**src/rtl/reset_seq_pkg.sv**
```systemverilog
// Shared types and widths for the reset sequencer and its timer.
// Retry constants are only consumed when RESET_SEQ_RETRY_EN is defined.
package reset_seq_pkg;

    typedef enum logic [1:0] {
        GAP_WAIT = 2'd0,
        RELEASE  = 2'd1,
        ACK_WAIT = 2'd2,
        RUN      = 2'd3
    } seq_state_t;

    localparam int CNT_W     = 16;
    localparam int IDX_W     = 3;
    localparam int MAX_RETRY = 2;

endpackage

```
**src/rtl/seq_timer.sv**
```systemverilog
// Loadable 16-bit down-counter with enable and zero flag; used for gap and ack timeout.
// Latency: load/decrement visible the cycle after the request. No backpressure.
// Reset value is a parameter so the first gap starts counting straight out of reset.
module seq_timer
    import reset_seq_pkg::*;
#(
    parameter logic [CNT_W-1:0] RST_VAL = '0
) (
    input  logic             clk,
    input  logic             rst,
    input  logic             load,
    input  logic [CNT_W-1:0] load_val,
    input  logic             en,
    output logic [CNT_W-1:0] count,
    output logic             zero
);

    always_ff @(posedge clk) begin
        if (rst) begin
            count <= RST_VAL;
        end else if (load) begin
            count <= load_val;
        end else if (en && (count != '0)) begin
            count <= count - CNT_W'(1);
        end
    end

    assign zero = (count == '0);

endmodule

```
**src/rtl/reset_sequencer.sv**
```systemverilog
// Releases per-stage resets in order, each after a settle gap and the previous stage's ack.
// Latency: stage 0 released GAP edges after rst drops; optional retries under RESET_SEQ_RETRY_EN.
// Backpressure: none; missing acks are bounded by TIMEOUT and flagged through fault.
module reset_sequencer
    import reset_seq_pkg::*;
#(
    parameter int STAGES  = 4,
    parameter int GAP     = 8,
    parameter int TIMEOUT = 255
) (
    input  logic              clk,
    input  logic              rst,
    input  logic [STAGES-1:0] stage_done,
    output logic [STAGES-1:0] stage_rst,
    output logic              all_ready,
    output logic              fault,
    output logic [IDX_W-1:0]  fault_stage
);

    localparam logic [CNT_W-1:0] GAP_V = CNT_W'(GAP);
    localparam logic [CNT_W-1:0] TMO_V = CNT_W'(TIMEOUT);

    seq_state_t        state, state_nxt;
    logic [IDX_W-1:0]  idx;
    logic [STAGES-1:0] idx_mask;
    logic              done_sel;
    logic              is_last;

    logic              tmr_load;
    logic [CNT_W-1:0]  tmr_val;
    logic              tmr_en;
    logic [CNT_W-1:0]  tmr_count;
    logic              tmr_zero;
    logic              tmr_expire;

    logic              do_release;
    logic              do_advance;
    logic              do_timeout;

`ifdef RESET_SEQ_RETRY_EN
    logic              do_retry;
    logic [1:0]        retry_cnt;
`endif

    seq_timer #(
        .RST_VAL (GAP_V)
    ) u_timer (
        .clk      (clk),
        .rst      (rst),
        .load     (tmr_load),
        .load_val (tmr_val),
        .en       (tmr_en),
        .count    (tmr_count),
        .zero     (tmr_zero)
    );

    // Count of 1 marks the final cycle of a window; zero is only a safety net.
    assign tmr_expire = tmr_zero || (tmr_count == CNT_W'(1));

    always_comb begin
        idx_mask = '0;
        for (int i = 0; i < STAGES; i++) begin
            idx_mask[i] = (idx == IDX_W'(i));
        end
    end

    assign done_sel = |(stage_done & idx_mask);
    assign is_last  = (idx == IDX_W'(STAGES - 1));

    always_ff @(posedge clk) begin
        if (rst) begin
            state <= GAP_WAIT;
        end else begin
            state <= state_nxt;
        end
    end

    always_comb begin
        state_nxt  = state;
        tmr_load   = 1'b0;
        tmr_val    = GAP_V;
        tmr_en     = 1'b0;
        do_release = 1'b0;
        do_advance = 1'b0;
        do_timeout = 1'b0;
`ifdef RESET_SEQ_RETRY_EN
        do_retry   = 1'b0;
`endif
        case (state)
            GAP_WAIT: begin
                // Reset drops on the last gap edge, so RELEASE is the first deasserted cycle.
                if (tmr_expire) begin
                    do_release = 1'b1;
                    state_nxt  = RELEASE;
                end else begin
                    tmr_en = 1'b1;
                end
            end
            RELEASE: begin
                tmr_load  = 1'b1;
                tmr_val   = TMO_V;
                state_nxt = ACK_WAIT;
            end
            ACK_WAIT: begin
                if (done_sel) begin
                    do_advance = 1'b1;
                end else if (tmr_expire) begin
`ifdef RESET_SEQ_RETRY_EN
                    if (retry_cnt < 2'(MAX_RETRY)) begin
                        do_retry  = 1'b1;
                        tmr_load  = 1'b1;
                        tmr_val   = GAP_V;
                        state_nxt = GAP_WAIT;
                    end else begin
                        do_timeout = 1'b1;
                        do_advance = 1'b1;
                    end
`else
                    do_timeout = 1'b1;
                    do_advance = 1'b1;
`endif
                end else begin
                    tmr_en = 1'b1;
                end
                if (do_advance) begin
                    if (is_last) begin
                        state_nxt = RUN;
                    end else begin
                        tmr_load  = 1'b1;
                        tmr_val   = GAP_V;
                        state_nxt = GAP_WAIT;
                    end
                end
            end
            RUN: begin
                state_nxt = RUN;
            end
            default: begin
                state_nxt = GAP_WAIT;
            end
        endcase
    end

    always_ff @(posedge clk) begin
        if (rst) begin
            stage_rst   <= '1;
            idx         <= '0;
            all_ready   <= 1'b0;
            fault       <= 1'b0;
            fault_stage <= '0;
        end else begin
            if (do_release) begin
                stage_rst <= stage_rst & ~idx_mask;
            end
`ifdef RESET_SEQ_RETRY_EN
            if (do_retry) begin
                stage_rst <= stage_rst | idx_mask;
            end
`endif
            if (do_advance && !is_last) begin
                idx <= idx + IDX_W'(1);
            end
            if (do_advance && is_last) begin
                all_ready <= 1'b1;
            end
            // Only the first failing stage is recorded.
            if (do_timeout) begin
                fault <= 1'b1;
                if (!fault) begin
                    fault_stage <= idx;
                end
            end
        end
    end

`ifdef RESET_SEQ_RETRY_EN
    always_ff @(posedge clk) begin
        if (rst) begin
            retry_cnt <= '0;
        end else if (do_advance) begin
            retry_cnt <= '0;
        end else if (do_retry) begin
            retry_cnt <= retry_cnt + 2'd1;
        end
    end
`endif

endmodule

```
**config.mk**
```make
export PLATFORM = sky130hd
export DESIGN_NAME = reset_sequencer
export DESIGN_NICKNAME = d
export VERILOG_FILES = /design/src/rtl/reset_seq_pkg.sv /design/src/rtl/seq_timer.sv /design/src/rtl/reset_sequencer.sv
export SDC_FILE = /design/constraint.sdc
export NUM_CORES = 1
export LEC_CHECK = 0
export BUFFER_PORTS_ARGS = -buffer_cell sky130_fd_sc_hd__buf_2
export CAP_MARGIN = 20
export CORE_ASPECT_RATIO = 0.8
export CORE_MARGIN = 3
export CORE_UTILIZATION = 54
export DETAILED_ROUTE_END_ITERATION = 16
export GPL_TIMING_DRIVEN = 0
export PLACE_DENSITY = 0.83
export SLEW_MARGIN = 20
export SYNTH_ARGS = -nofsm -noshare
export SYNTH_HDL_FRONTEND = slang
export SYNTH_HIERARCHICAL = 1
export SYNTH_SLANG_ARGS = --single-unit
export TNS_END_PERCENT = 10
```
**constraint.sdc**
```tcl
create_clock -name clk -period 3.2 [get_ports clk]
set_input_delay 0.8 -clock clk [delete_from_list [all_inputs] [get_ports clk]]
set_output_delay 0.8 -clock clk [all_outputs]
set_load 0.01 [all_outputs]
```
Word level (Yosys, flattened, before mapping) --
Index checks and enable logic that the tools add are counted. W data, S select, Z words.
Word-level totals: register bits 30, bits in latches 0, bits in writable memories 0, bits in read-only memories 0, word-level logic and storage cells 55, memories kept 0
Cells by class: $add $sub $neg 2, multiply operators 0, divide/modulo/power cells 0, $lt $le $gt $ge 0, equality and inequality tests 9, shift operators 0, muxes and demuxes 20, bitwise logic cells 4, reductions and logical operators 13
Operators with widths (count):
- $mux W16 | 2
- $eq A16 B1 Y1 const B | 1
- $logic_not A16 Y1 | 1
- $reduce_bool A16 Y1 | 1
- $sub A16 B1 Y16 const B | 1
- $mux W1 | 11
- $and A4 B4 Y4 | 2
- $mux W8 | 1
- $pmux W2 S4 | 1
- $eq A3 B2 Y1 const B | 2
- $mux W2 | 3
- $eq A2 B2 Y1 const B | 2
- $ne A2 B2 Y1 const B | 2
- $not A4 Y4 | 1
- $pmux W1 S2 | 2
- $reduce_and A2 Y1 | 2
- $reduce_or A4 Y1 | 1
- $add A3 B1 Y3 const B | 1
- $eq A3 B1 Y1 const B | 1
- $logic_and A1 B1 Y1 | 3
- $logic_not A3 Y1 | 1
- $eq A2 B1 Y1 const B | 1
- $logic_not A2 Y1 | 1
- $reduce_bool A2 Y1 | 1
- 3 further kinds | 3

Logic depth before layout (Yosys ltp) --
depth after elaboration 8, depth in mapped cells 13

Modules after synthesis --
Netlist, hierarchy kept.
Modules (own cells, without submodules):
- seq_timer | instances 1, cells each 126, area each 1036.0 um^2, seq. area each 320.3 um^2
- reset_sequencer | instances 1, cells each 88, area each 903.4 um^2, seq. area each 280.3 um^2

Least setup slack after synthesis --
OpenSTA, ideal clock, no wires.
path kind register to register, start reg u_timer.count[1], end reg u_timer.count[7], library setup time 0.091 ns, arrival time 3.130 ns, path slack -0.021 ns, stages on the path, launching flop included 12, path buffers 1, path through dfxtp_1 inv_1 ha_1 nor4b_1 nand4_1 inv_1 a41oi_4 o21a_1 clkbuf_1 or4b_2 a2111o_1 a311oi_1
RTL lines:
- start, declared | RTL line seq_timer.sv:14 | output logic [CNT_W-1:0] count,
- start signal, assigned | RTL line seq_timer.sv:22 | count <= load_val;
- start signal, assigned | RTL line seq_timer.sv:24 | count <= count - CNT_W'(1);
- $logic_not A16 Y1 (*) | RTL line seq_timer.sv:28 | assign zero = (count == '0);
- net tmr_zero | RTL line reset_sequencer.sv:33 | logic tmr_zero;
- $logic_or A1 B1 Y1 (*) | RTL line reset_sequencer.sv:58 | assign tmr_expire = tmr_zero || (tmr_count == CNT_W'(1));
- $mux W1 (*) | RTL line reset_sequencer.sv:92, reset_sequencer.sv:107
- $mux W1 | RTL line reset_sequencer.sv:105 | if (done_sel) begin
- $pmux W1 S2 (*) | RTL line reset_sequencer.sv:89 | case (state)
- net tmr_en | RTL line reset_sequencer.sv:31 | logic tmr_en;
- $logic_and A1 B1 Y1 (*) | RTL line seq_timer.sv:23 | end else if (en && (count != '0)) begin
- $reduce_bool A2 Y1 (no line) (*)
The timed path passes the listed nets; every way through them passes the cells marked *. The select of a mux whose other input is x is not followed. A chain may end at the register's enable or synchronous reset.

Final worst setup path --
start reg u_timer.count[1], end reg u_timer.count[11]
Same word-level chain as after synthesis.

==> results.sh <==
export IMPL_clk_insertion_delay_late_ns=0.29
export IMPL_drt_total_wl_mm=4.95
export IMPL_critical_path_class="flop to flop"
export IMPL_design_area_um2=2300
export IMPL_ys_ff_latch=30
export IMPL_ys_types=55
export IMPL_first_pass_iters=4
export IMPL_critPathRequiredTime_ns=3.40
export IMPL_synth_area_um2=1940
export IMPL_synth_edf_count=0
export IMPL_worstHoldPathType="flop to flop"
export IMPL_area_delta_synth_final_pct=18.6
export IMPL_grt_pass1_wl_mm=8.09
export IMPL_htreeDepth=2
export IMPL_cts_sinks=30
export IMPL_clkPwrFrac_pct=16.7
export IMPL_drt_iter0_drc=189
export IMPL_place_inst=275
export IMPL_crit_path_start_kind="flop"
export IMPL_p_comb_share_pct=54.4
export IMPL_drc=0
export IMPL_yosys_mux_area_fraction_pct=3.61
export IMPL_ys_async_sr_fraction_pct=0
export IMPL_p_total_uw=2290
export IMPL_p_sw_share_pct=44.7
export IMPL_synth_top_family_by_area="simple AND/OR/NAND/NOR gates"
export IMPL_met3_usage_pct=5.59
export IMPL_yosysWarnings=6
export IMPL_hpwl_mm=3.20
export IMPL_fin_crit_ns=3.10
export IMPL_diodes=0
export IMPL_p_int_uw=1270
export IMPL_grt_overflow_total=0
export IMPL_crit_fanout=9
export IMPL_maxSlewHeadroom_pct=49.9
export IMPL_busiest_layer="met2"
export IMPL_drive_gt1_share_pct=24.1
export IMPL_numPortBuffers=14
export IMPL_syn_area_per_cell_um2=9.06
export IMPL_start_util_pct=59.4
export IMPL_vdd_drop_max_uv=448
export IMPL_cts_hold_buf=0
export IMPL_fp_dieArea_um2=4350
export IMPL_hold_violations=0
export IMPL_cp_data_arrival_time_ns=3.29
export IMPL_num_rows=18
export IMPL_fp_dieW_um=73
export IMPL_maxCapViolations=0
export IMPL_yosys_area_share_xor_xnor_pct=0
export IMPL_yosys_area_share_simple_pct=30.6
export IMPL_core_um2=3270
export IMPL_die_h_um=59.6
export IMPL_clock_path_buffers=2
export IMPL_synth_fa_ha_area_share_pct=6.45
export IMPL_synth_cells=214
export IMPL_power_share_sequential_pct=28.9
export IMPL_outcome="complete, no violations"
export IMPL_grt_start_max_net_pins=14
export IMPL_setup_ws_ns=0.105
export IMPL_worst_slew_pin_transition_ns=0.746
export IMPL_ys_seq_area_share_pct=31.0
export IMPL_cp_end_kind="flop"
export IMPL_grt_total_usage_pct=24.4
export IMPL_layout_nets=264
export IMPL_fmax_mhz=323
export IMPL_grt_util_met1_pct=33.0
export IMPL_io_pins=15
export IMPL_hold_slack_ns=0.470
export IMPL_pre_cts_ws_ns=-0.688
export IMPL_root_buffer="clkbuf_8"
export IMPL_use_met2_pct=37.3
export IMPL_gp_congestion=0.847
export IMPL_drv_slew=0
export IMPL_antenna_found_initial=0
export IMPL_power_switching_uw=1020
export IMPL_cts_made_buffers=5
export IMPL_synth_compound_area_share_pct=22.4
export IMPL_grt_pass1_vias=1650
export IMPL_cts_tree="done"
export IMPL_setup_viol=0
export IMPL_cts_clk_slew_worst_paths_ns=0.07
export IMPL_final_cell_count_no_fill=289
export IMPL_viasPerCell=6.15
export IMPL_synth_ff_type="dfxtp_1"
export IMPL_finalCritPeriodShare_pct=96.7
export IMPL_ant_nets=0
export IMPL_powerDensity_nw_per_um2=995
export IMPL_dpl_cell_area_um2=2090
export IMPL_via_count=1778
export IMPL_skew_ns=0.00763
export IMPL_wl_per_cell_um=17.1
export IMPL_p_leak_uw=0.000875
==> layout by cell type (no fill, tap or decap), types with 6 or more instances in the layout <==
master	count
a21oi_1	6
a311oi_1	6
buf_2	16
buf_4	7
conb_1	9
dfxtp_1	28
ha_1	10
inv_1	14
mux2i_1	7
nand2_1	12
nand2b_1	14
nor2_1	13
o21ai_0	7
==> cell usage after synthesis (all sizes together) (2+ instances only) <==
library cell	n	share of area (%)
nor4b	5	3.4
o31a	2	0.90
or2	4	1.3
o21ai	7	1.8
ha	10	6.5
or4	5	2.1
a211o	2	0.90
nand3	7	1.8
nand4b	2	0.90
nand3b	3	1.2
a221oi	3	1.4
nor2	13	2.5
a311oi	9	5.3
nand2	12	2.3
dfxtp	30	31
conb	2	0.39
nor3	5	1.3
nor3b	2	0.77
o21a	4	1.5
nand2b	14	4.5
inv	15	2.9
buf	3	1.1
o41ai	3	1.4
o31ai	4	1.5
a41oi	2	1.9
mux2i	7	3.6
clkbuf	7	1.4
a21oi	6	1.5
nor4	7	5.2
or3	4	1.3
==> repair_timing <==
| item | in CTS | in global routing |
|---|---|---|
| resized for setup | 9 | 9 |
| buffers inserted | 4 | 3 |
| pin swaps | 2 | 1 |
| setup endpoints to repair | 16 | 14 |
==> registers in the layout (all words and copies together) (netlist names) <==
register       flops
all_ready          1
fault              1
fault_stage        3
idx                3
stage_rst          4
state              2
u_timer/count     16
==> critical path, cell delays in order (launching register included) <==
cell      delay (ns)
dfxtp_2         0.41
inv_1           0.08
ha_1            0.23
nor4b_1         0.16
nand4_1         0.16
inv_2           0.10
a41oi_4         0.26
o21a_1          0.22
clkbuf_4        0.21
nor4b_4         0.26
nand3_2         0.19
or4_1           0.46
a311oi_2        0.26
==> stage by stage <==
stage | TNS (ns) | util [%]
global placement | -6.68 | 63.9
finish | 0 | 70.4
detailed placement | -7.62 | 63.9
global route | -0.0653 | 70.4
floorplan | 0 | -
CTS | 0 | 69.2
==> power by group through the flow <==
stage                     Combinational [µW]  Clock (µW)  Sequential, µW
after CTS                               1140         384             648
after floorplan                          829           0             604
after global placement                  1010           0             635
final                                   1240         383             661
after detailed placement                1030           0             637
after global routing                    1340         403             677
==> worst paths after layout <==
| path | from | to | slack, ns | cells after the start |
|---|---|---|---|---|
| hold / removal | stage_rst[3] | stage_rst[3] | 0.47 | 2 |
| setup reg to reg | u_timer/count[1] | u_timer/count[11] | 0.10 | 12 |
| setup / recovery | u_timer/count[1] | u_timer/count[11] | 0.10 | 12 |
| hold reg to reg | stage_rst[3] | stage_rst[3] | 0.47 | 2 |
==> kinds of logic after synthesis <==
logic type      after synthesis
compound gates               51
fa+ha+maj                    10
buf+inv                      26
flops                        30
mux                           7
other cells                   2
simple gates                 88
==> final cells by class <==
cell class | instances | area [µm²]
clock inverters | 3 | 40.0
well taps | 40 | 50.0
inverters | 16 | 61.3
fillers | 249 | 966
multi-input cells | 165 | 1300
flip-flops and latches | 30 | 606
clock buffers | 5 | 68.8
plain buffers | 9 | 50.0
repair buffers | 21 | 123
==> per-layer routing <==
metal | vias up | share of wire [%]
met5 | - | 0
met4 | 0 | 1.7
met3 | 11 | 7.0
met2 | 74 | 45
met1 | 826 | 46
li1 | 867 | -
(Power assumes the default switching activity.)
